===== src/rtl/fir_mac_sequencer.sv =====
// Time-multiplexed 9-tap FIR controller: one multiplier, one accumulator, programmable taps.
// Define FIR_SYMMETRIC_EN to store only c[0]..c[4] and fold mirrored taps through a pre-adder.
module fir_mac_sequencer #(
  parameter int unsigned DW   = 8,
  parameter int unsigned CW   = 6,
  parameter int unsigned OW   = 18,
  parameter int unsigned TAPS = 9
) (
  input  logic          clk,
  input  logic          reset,
  input  logic          din_valid,
  output logic          din_ready,
  input  logic [DW-1:0] din,
  output logic          dout_valid,
  input  logic          dout_ready,
  output logic [OW-1:0] dout,
  input  logic          coef_we,
  input  logic [3:0]    coef_addr,
  input  logic [CW-1:0] coef_wdata,
  output logic          coef_err,
  output logic          busy
);

`ifdef FIR_SYMMETRIC_EN
  localparam int unsigned NumCoef = (TAPS + 1) / 2;
  localparam int unsigned PW      = DW + 1 + CW;
`else
  localparam int unsigned NumCoef = TAPS;
  localparam int unsigned PW      = DW + CW;
`endif
  localparam int unsigned CIW     = $clog2(NumCoef);
  localparam logic [3:0]  LastTap = 4'(NumCoef - 1);

  typedef enum logic [1:0] {StIdle, StMac, StOut} state_e;

  state_e          state_q, state_d;
  logic [DW-1:0]   hist_q [TAPS];
  logic [CW-1:0]   coef_q [NumCoef];
  logic [3:0]      wr_ptr_q, newest_q, tap_q;
  logic [OW-1:0]   acc_q, dout_q, acc_sum;
  logic            err_q;
  logic            accept, coef_ok;
  logic [3:0]      idx_a;
  logic [PW-1:0]   prod;

  function automatic logic [3:0] wrap_sub(input logic [3:0] a, input logic [3:0] b);
    return (a >= b) ? a - b : a + 4'(TAPS) - b;
  endfunction

  function automatic logic [CW-1:0] default_coef(input int unsigned k);
    case (k)
      0, 8:    return CW'(7);
      1, 7:    return CW'(17);
      2, 6:    return CW'(32);
      3, 5:    return CW'(46);
      default: return CW'(52);
    endcase
  endfunction

  assign din_ready  = reset && (state_q == StIdle);
  assign dout_valid = (state_q == StOut);
  assign busy       = (state_q != StIdle);
  assign dout       = dout_q;
  assign coef_err   = err_q;

  assign accept  = din_valid && din_ready;
  assign coef_ok = coef_we && (state_q == StIdle) && (coef_addr < 4'(NumCoef));
  // Tap k reads the sample k positions older than the newest one
  assign idx_a   = wrap_sub(newest_q, tap_q);

`ifdef FIR_SYMMETRIC_EN
  logic [3:0]    idx_b;
  logic [DW:0]   pre;
  assign idx_b = wrap_sub(newest_q, 4'(TAPS - 1) - tap_q);
  always_comb begin
    pre = {1'b0, hist_q[idx_a]};
    if (tap_q != LastTap) pre = {1'b0, hist_q[idx_a]} + {1'b0, hist_q[idx_b]};
  end
  assign prod = PW'(coef_q[tap_q[CIW-1:0]]) * PW'(pre);
`else
  assign prod = PW'(coef_q[tap_q[CIW-1:0]]) * PW'(hist_q[idx_a]);
`endif

  assign acc_sum = acc_q + OW'(prod);

  always_comb begin
    state_d = state_q;
    unique case (state_q)
      StIdle:  if (accept) state_d = StMac;
      StMac:   if (tap_q == LastTap) state_d = StOut;
      StOut:   if (dout_ready) state_d = StIdle;
      default: state_d = StIdle;
    endcase
  end

  always_ff @(posedge clk) begin
    if (!reset) begin
      state_q  <= StIdle;
      wr_ptr_q <= '0;
      newest_q <= '0;
      tap_q    <= '0;
      acc_q    <= '0;
      dout_q   <= '0;
      err_q    <= 1'b0;
      for (int unsigned k = 0; k < TAPS; k++) hist_q[k] <= '0;
      for (int unsigned k = 0; k < NumCoef; k++) coef_q[k] <= default_coef(k);
    end else begin
      state_q <= state_d;
      err_q   <= coef_we && !coef_ok;
      if (coef_ok) coef_q[coef_addr[CIW-1:0]] <= coef_wdata;
      if (accept) begin
        hist_q[wr_ptr_q] <= din;
        newest_q         <= wr_ptr_q;
        wr_ptr_q         <= (wr_ptr_q == 4'(TAPS - 1)) ? 4'd0 : wr_ptr_q + 4'd1;
        acc_q            <= '0;
        tap_q            <= '0;
      end
      if (state_q == StMac) begin
        acc_q <= acc_sum;
        tap_q <= tap_q + 4'd1;
        if (tap_q == LastTap) dout_q <= acc_sum;
      end
    end
  end

endmodule


===== config.mk =====
export PLATFORM = sky130hd
export DESIGN_NAME = fir_mac_sequencer
export DESIGN_NICKNAME = d
export VERILOG_FILES = /design/src/rtl/fir_mac_sequencer.sv
export SDC_FILE = /design/constraint.sdc
export NUM_CORES = 1
export LEC_CHECK = 0
export ABC_AREA = 0
export CAP_MARGIN = 10
export CORE_UTILIZATION = 35
export CTS_BUF_LIST = sky130_fd_sc_hd__clkbuf_16
export CTS_CLUSTER_DIAMETER = 200
export DETAILED_ROUTE_END_ITERATION = 12
export DONT_BUFFER_PORTS = 1
export SYNTH_ARGS = -nofsm -noshare
export SYNTH_HDL_FRONTEND = slang
export SYNTH_SLANG_ARGS = --single-unit

===== constraint.sdc =====
create_clock -name clk -period 10 [get_ports clk]
set_clock_uncertainty 0.05 [all_clocks]
set_input_delay 1.5 -clock clk [delete_from_list [all_inputs] [get_ports clk]]
set_output_delay 1.5 -clock clk [all_outputs]
set_load 0.005 [all_outputs]

# Yosys cells after proc, flatten, opt, wreduce, memory -nomap -nowiden
# Memory sizes are Yosys's and may differ from the RTL's. A register that Yosys moved wholly into a read port is not among the register bits.
# Index checks and enable logic that the tools add are counted.
[totals] regBits=51 latchBits=0 ramBits=126 rom_bits=0 in_bits=23 elab_cells=68 mem_count=2
[classes] n_addsub=6 multipliers=1 n_div=0 order_cmp=2 eq_ne=7 shift=0 n_mux=30 bitwise_logic=0 reduce_logical=13
[mem_list] name="hist_q" words=9 word_bits=8 rd=1 rd_ports_with_merged_regs=0 write_ports=9 line_no="37" text="logic [DW-1:0] hist_q [TAPS];"
[mem_list] name="coef_q" words=9 word_bits=6 rd=1 rd_ports_with_merged_regs=1 write_ports=9 line_no="38" text="logic [CW-1:0] coef_q [NumCoef];"
[ops] cell="$mux 18" n=2
[ops] cell="$mux 6" n=6
[ops] cell="$mux 4" n=8
[ops] cell="$add 18x14->18" n=1
[ops] cell="$mul 6x8->14" n=1
[ops] cell="$mux 1" n=9
[ops] cell="$add 4x1->4 const B" n=2
[ops] cell="$eq 4x4->1 const B" n=2
[ops] cell="$mux 8" n=1
[ops] cell="$reduce_or 8->1" n=1
[ops] cell="$sub 4x4->4" n=2
[ops] cell="$mux 2" n=3
[ops] cell="$pmux 2 s3" n=1
[ops] cell="$reduce_or 6->1" n=1
[ops] cell="$logic_and 1x1->1" n=5
[ops] cell="$add 4x4->4 const B" n=1
[ops] cell="$ge 4x4->1" n=1
[ops] cell="$lt 4x4->1 const B" n=1
[ops] cell="$ne 2x1->1 const B" n=2
[ops] cell="$reduce_bool 2->1" n=2
[ops] cell="$reduce_and 3->1" n=1
[ops] cell="$eq 2x1->1 const B" n=1
[ops] cell="$eq 2x2->1 const B" n=1
[ops] cell="$logic_not 2->1" n=1
[ops] cell="other kinds (3)" n=3

# Logic depth before layout (Yosys ltp)
# Gate-level depths: netlist of run 1.
[logic_depth] ltp_word=8 mapped_depth=28

# Least setup slack after synthesis of run 1
# Ideal clock, no wire load.
[synth_path] kind="reg-to-reg" start="register newest_q[1]" end="register dout_q[14], in the netlist dout[14]" t_arrival_ns=6.405 path_slack_ns=3.413 path_stages_with_launch=26 period_less_slack_ns=6.587 cell_sequence="dfxtp_1 inv_1 ha_1 inv_1 ha_1 inv_1 fa_1 xor2_1 a32oi_4 nor3_1 or4_4 and2_1 fa_1 fa_1 fa_1 inv_1 fa_1 inv_1 ha_1 a21o_1 a21o_1 a31oi_1 o21ai_0 o31ai_1 xor2_1 a21oi_1"
[synth_between] elab_chain_cells=6 word_cells_on_any_way=8
[synth_rtl] element="from (decl)" line_no="39" text="logic [3:0] wr_ptr_q, newest_q, tap_q;"
[synth_rtl] element="from (signal assigned)" line_no="113" text="newest_q <= wr_ptr_q;"
[synth_rtl] element="$add 4x4->4" line_no="47" text="return (a >= b) ? a - b : a + 4'(TAPS) - b;"
[synth_rtl] element="$sub 4x4->4" line_no="47"
[synth_rtl] element="$mux 4 (*)" line_no="47"
[synth_rtl] element="$mem_v2 9x8 (*)"
[synth_rtl] element="$mul 6x8->14 (*)" line_no="81" text="assign prod = PW'(coef_q[tap_q[CIW-1:0]]) * PW'(hist_q[idx_a]);"
[synth_rtl] element="$add 18x14->18 (*)" line_no="84" text="assign acc_sum = acc_q + OW'(prod);"
[synth_rtl] element="to (signal assigned)" line_no="121" text="if (tap_q == LastTap) dout_q <= acc_sum;"
[synth_rtl] element="to (decl)" line_no="40" text="logic [OW-1:0] acc_q, dout_q, acc_sum;"
# Mark *: on every way between the ends. The rest lies on a longest branch, timed or not.
# A chain may end at the register's enable or synchronous reset.

# Final worst setup path of run 1
# Same ends and word-level chain as after synthesis.

==> run metrics, run 1 <==
Vias/cell a little over 5; Worst setup EP type flip-flop; Post-synth EDFFs ~220; critical path class reg -> reg; Final #Nets between 1000 and 1500; Crit Path Max Fanout 8; number of CTS-inserted buffers 29; Synth cell types 59; Core ar. a little under 0.04 mm^2; RePlAce Congestion roughly 0.85; Synth Register Bits approximately 280; CP max stage cell or4_4; Slew HR around 30%; DR vias 8563; GRT Util Overall between 10% and 20%; H-tree Lvls 1; Starting DRT DRC Count about 610; switching share of total power 36.88%; top-area cell type share of the netlist area slightly below 50%; DRC 0; Final period util roughly 73%; fin worst setup slack between 2000 and 3000 ps; number of cell rows 72; Synth Cell Area ~0.014 mm^2; ys flop type edfxtp_1; Layout Area Growth over Synthesis 11.68%; max incr delay on CP 600 ps; Max Freq between 100 and 150 MHz; grt ovf 0; logic gate share of total power approximately 43%; DIE AREA approximately 0.040 mm^2; P_int 2.629 mW; register share of total power between 30% and 40%; area leader, netlist edfxtp_1; Switch Pwr between 1.5 and 2 mW; drt total wl about 31 mm; RSZ-0062 raised after global routing false; number of nets still failing antenna checks after routing 0; pins over their slew limit 0; Critical Path AT 7630 ps; Max VDD drop approximately 0.00028 V; port bufs 0; # Max-Cap Violations 0; first-pass GRT wire length 49.19 mm; initial antenna violation count 0; Inserted Diodes 0; clock root cell clkbuf_16; share of layout cells above drive strength 1 around 10%; synth warn 0; setup_tns 0 ps; Pwr Density 270.3 mW/mm^2; CTS clk-pin slew, worst paths ~60 ps; Seq/Total Area, Yosys 56.73%; WL/cell 18.72 um; minimum clock period roughly 7300 ps; cells after synthesis around 1100; Post-CTS Resized 0; number of global-route vias before repair between 8000 and 9000; Setup WS pre-CTS between 2000 and 3000 ps; Hold WS approximately 390 ps; initial cell density of the core approximately 36%; Top Ports 45; Placed Instance Area ~0.014 mm^2; CTS tree done; final setup vio count 0; clock share of power between 20 and 30%; Post-CTS Setup Bufs 0; worst-margin pin slew between 1000 and 1500 ps; Vert. Die Dim about 200 um; Mean Syn Cell Area 12.56 um^2; Hold Buf Count CTS 0; Clock Sinks 279; Worst-Skew Late Latency between 500 and 600 ps; clk buf depth 3; status finished, final reports clean; Worst setup SP type flip-flop; fin area 0.01541 mm^2; data required time of the worst path 10360 ps; fraction of registers with async set/reset 0%; Hold WC Path Type reg -> reg; Hold Fails Final Rpt 0; first drt pass iteration count 7; top cells by area, synth edfxtp_1, dfxtp_1, and2_1; width of the die between 200 and 250 um; Leak about 5.6 nW; largest net degree at the start of global routing 37; dpl hpwl 21.62 mm
## cells by family after synthesis
logic type	synth area share, %
and+or+nand+nor	15.10
other	0.02718
AOI/OAI and AO/OA	8.895
muxes	4.897
DFF	56.73
xor gates and xnor gates	1.206
adders and majority gates	9.648
buffers and inverters	3.500
## routing by layer
metal / GRT usage, % / up-vias / part of all wire, %
li1: - / 4035 / -
met1: 19.86 / 4215 / 42
met2: 27.37 / 250 / 50
met3: 2.175 / 63 / 5.1
met4: 5.398 / 0 / 2.8
met5: 0 / - / 0
## area by class of cell
cell class                      count  area, um^2
Sequential cell                   279        7829
Multi-Input combinational cell    742        5654
Fill cell                        3749       23330
Inverter                           76       285.3
Tap cell                          518       648.1
Clock buffer                       29       725.7
Timing Repair Buffer               12       87.58
Clock inverter                     23       180.2
## registers in the layout (all words and copies together), names as in the netlist, named ones only
register  count
hist_q      128
newest_q      4
coef_q       96
wr_ptr_q      4
acc_q        18
coef_err      1
state_q       2
dout         18
tap_q         4
## cell usage in the layout, fill, tap and decap left out, drive strengths merged, types with 11 or more instances in the layout
| master | count |
|---|---|
| nand2b | 18 |
| inv | 79 |
| nand2 | 82 |
| mux4 | 30 |
| nand3 | 20 |
| o21ai | 32 |
| edfxtp | 224 |
| xnor2 | 11 |
| conb | 42 |
| fa | 39 |
| nor2 | 42 |
| a21oi | 38 |
| and2 | 130 |
| buf | 11 |
| ha | 44 |
| dfxtp | 55 |
| o22ai | 65 |
| nor3 | 50 |
| clkinv | 17 |
| clkbuf | 30 |
## metrics by stage
stage	total power, mW	utilization (%)	cells
detailed placement	3.153	37.41	1625
global route	4.487	39.78	1679
finish	4.166	39.78	1679
global placement	3.152	37.41	1625
CTS	4.212	39.75	1677
floorplan	2.709	-	1140
## worst max-delay path, delay by kind of cell (launching register included)
| kind | cells | cell delay (ps) |
|---|---|---|
| AO/OA/AOI/OAI | 7 | 1640 |
| XOR/XNOR | 2 | 510 |
| buffers and inverters | 5 | 380 |
| AND/OR/NAND/NOR | 3 | 980 |
| flip-flops | 1 | 410 |
| adder cells (fa/ha/maj) | 8 | 3150 |
## Yosys cell counts, drive strengths merged, types with 10 or more instances
master	number
edfxtp	224
and2	130
nand2	82
inv	74
o22ai	65
dfxtp	55
nor3	50
ha	44
nor2	42
fa	39
a21oi	38
o21ai	32
mux4	30
clkbuf	27
nand3	20
nand2b	18
buf	16
xnor2	11
a21o	10
or3	10
## power groups by stage
stage | registers, mW | logic (mW) | clock network (mW)
3_5_place_dp | 1.35 | 1.80 | 0
3_3_place_gp | 1.35 | 1.80 | 0
4_1_cts | 1.33 | 1.82 | 1.07
6_report | 1.33 | 1.79 | 1.04
5_1_grt | 1.33 | 2.05 | 1.11
2_1_floorplan | 1.34 | 1.37 | 0
## final timing paths
path | from | endpoint | slack, ps | cells after the start
setup / recovery | newest_q[1]$_SDFFE_PN0P_ | dout[14]$_SDFFE_PN0P_ | 2720 | 25
hold / removal | acc_q[13]$_SDFFE_PN0N_ | acc_q[13]$_SDFFE_PN0N_ | 390 | 2
setup reg to reg | newest_q[1]$_SDFFE_PN0P_ | dout[14]$_SDFFE_PN0P_ | 2720 | 25
hold reg to reg | acc_q[13]$_SDFFE_PN0N_ | acc_q[13]$_SDFFE_PN0N_ | 390 | 2
No activity file was read; power rests on OpenSTA's default activity.
==> inputs of run 2 (changes only) <==
Clock period 10 ns to 6.1 ns, I/O delays scaled along.
==> run 2 against run 1 <==
The run now ends with setup timing left. First-iteration DRC count fell by 1.8%. Die area stayed put. Largest power group unchanged. Critical path type unchanged. Sequential cell count did not move. Non-clock buffer count grew 115.
==> run metrics, run 2 (synthesized netlist as in run 1, its figures left out) <==
status complete, but fails checks; failing checks setup timing; Placed Instance Area 0.01544 mm^2 (+6.6%); WL/cell 18.42 um (-1.6%); max incr delay on CP 590 ps (about the same); setup_tns -9109 ps (-9109 ps); RePlAce Congestion 0.8198 (-3.5%); Worst Path Buf+Inv 7 (+2); CP delay by family, top adder cells; Crit Path Max Fanout 5 (-3); first-pass GRT wire length 52.16 mm (+6.0%); CP max stage cell fa_2; # Max-Cap Violations 0 (unchanged); clk buf depth 3 (unchanged); critical path class reg -> reg; Vert. Die Dim 200.6 um (unchanged); share of layout cells above drive strength 1 27.89% (+18 points); final setup vio count 24 (+24); CP endpoint dout[17]$_SDFFE_PN0P_; dpl cells 1716 (+5.6%); most frequent cells in the layout edfxtp_1, and2_1, buf_4; data required time of the worst path 6480 ps (-3880 ps); worst-margin pin slew 1090 ps (+51.33 ps); fin worst setup slack -517.7 ps (-3239 ps); CTS clk-pin slew, worst paths 60 ps (about the same); number of CTS-inserted buffers 30 (+3.4%); R2R depth 26 (+4.0%); Hold Fails Final Rpt 0 (unchanged); cell depth of the worst setup path 26 (+4.0%); DRC 0 (unchanged); largest registers hist_q: 128 flops, coef_q: 96 flops; H-tree Lvls 1 (unchanged); FF-to-FF End dout[17]$_SDFFE_PN0P_; Worst R2R Setup Slack -520 ps (-3240 ps); DIE AREA 0.04022 mm^2 (unchanged); pins over their slew limit 0 (unchanged); most common cell after layout, fill and taps aside edfxtp_1; Hold WC Path Type in -> reg; Final #Nets 1362 (+9.3%); Slew HR 26.55% (-3.7 points); most frequent CP cell inv_2; Starting DRT DRC Count 598 (-1.8%); FILL cells 3516 (-6.2%); fin area 0.01741 mm^2 (+13%); RSZ-0062 raised after global routing true; initial antenna violation count 0 (unchanged); Hold WS 387.7 ps (-0.2580 ps); max reg flops 128 (unchanged); minimum clock period 6618 ps (-660.7 ps); r2r startpoint newest_q[0]$_SDFFE_PN0P_; Max Freq 151.1 MHz (+10%); Top Ports 45 (unchanged); Hold Buf Count CTS 0 (unchanged); Worst setup EP type flip-flop; width of the die 200.6 um (unchanged); first drt pass iteration count 5 (-2); Core ar. 0.03874 mm^2 (unchanged); port bufs 0 (unchanged); final core area utilization 44.94% (+5.2 points); drt total wl 33.12 mm (+5.4%); CTS tree done; worst setup path start newest_q[0]$_SDFFE_PN0P_; grt ovf 0 (unchanged); Leak 6.398 nW (+15%); largest net degree at the start of global routing 37 (unchanged); Pwr Density 540.6 mW/mm^2 (+100%); Vias/cell 5.032 (-1.3%); Final period util 108.5% (+36 points); initial cell density of the core 35.62% (unchanged); DR vias 9048 (+5.7%); Worst setup SP type flip-flop; Layout Area Growth over Synthesis 26.16%; Max VDD drop 0.0005715 V (+110%); number of global-route vias before repair 9422 (+8.3%); Finished Layout Cells 1798 (+7.1%); Inserted Diodes 0 (unchanged); Clock Sinks 279 (unchanged); dpl hpwl 22.39 mm (+3.5%); GRT Util Overall 16.52% (+0.86 points); Worst-Skew Late Latency 570 ps (+20 ps); Top reg by flops hist_q; Critical Path AT 7000 ps (-630 ps); clock root cell clkbuf_16; number of nets still failing antenna checks after routing 0 (unchanged); number of cell rows 72 (unchanged)
[run 2: worst min-delay path by stage]
stage	cells after the start	to	from
after floorplan	2	acc_q[13]$_SDFFE_PN0N_	acc_q[13]$_SDFFE_PN0N_
after global placement	2	acc_q[12]$_SDFFE_PN0N_	acc_q[12]$_SDFFE_PN0N_
after detailed placement	2	acc_q[12]$_SDFFE_PN0N_	acc_q[12]$_SDFFE_PN0N_
after CTS	0	coef_q[14][4]$_DFFE_PP_	coef_wdata[4]
after global routing	0	coef_q[14][4]$_DFFE_PP_	coef_wdata[4]
final	0	coef_q[14][4]$_DFFE_PP_	coef_wdata[4]
[run 2: power by group]
part           internal, mW  leakage, nW  switching [mW]  total [mW]
Sequential             2.14         2.59          0.0364        2.17
Clock                  1.10        0.513           0.734        1.83
Combinational          2.82         3.30            2.58        5.40
Total                  6.06         6.40            3.35        9.41
[run 2: worst register-to-register path: cells and delay by family, from the launching register on]
kind / cells / cell delay (ps)
DFF: 1 / 320
buffers and inverters: 7 / 620
adders and majority gates: 7 / 2970
xor gates and xnor gates: 1 / 210
and+or+nand+nor: 6 / 1420
AOI/OAI and AO/OA: 5 / 910
[run 2: metrics by stage]
stage / worst slack [ps] / power (mW)
6_report: -517.7 / 9.411
5_1_grt: -784.6 / 10.04
4_1_cts: -532.7 / 8.737
3_5_place_dp: -714.1 / 6.151
3_3_place_gp: -689.6 / 6.115
2_1_floorplan: -116.8 / 4.649
[run 2: repair_timing]
| item | in CTS | in global routing |
|---|---|---|
| pin swaps | 25 | 55 |
| setup endpoints to repair | 28 | 29 |
| gates resized for setup | 83 | 66 |
| cloned | 4 | 0 |
| buffers inserted | 14 | 12 |
[run 2: final cells by class]
| class | instances | area, um^2 | area share (%) |
|---|---|---|---|
| Sequential cell | 279 | 7835 | 45.01 |
| Timing Repair Buffer | 127 | 1197 | 6.878 |
| Clock buffer | 30 | 750.7 | 4.313 |
| Inverter | 76 | 285.3 | 1.639 |
| Clock inverter | 26 | 247.7 | 1.423 |
| Tap cell | 518 | 648.1 | 3.723 |
| Multi-Input combinational cell | 742 | 6444 | 37.02 |
[run 2: per-layer routing]
layer	vias to the layer above	share of wire, %	global-route usage, %
li1	4285	-	-
met1	4549	43	21.47
met2	166	50	28.53
met3	48	4.4	2.256
met4	0	2.3	5.098
met5	-	0	0
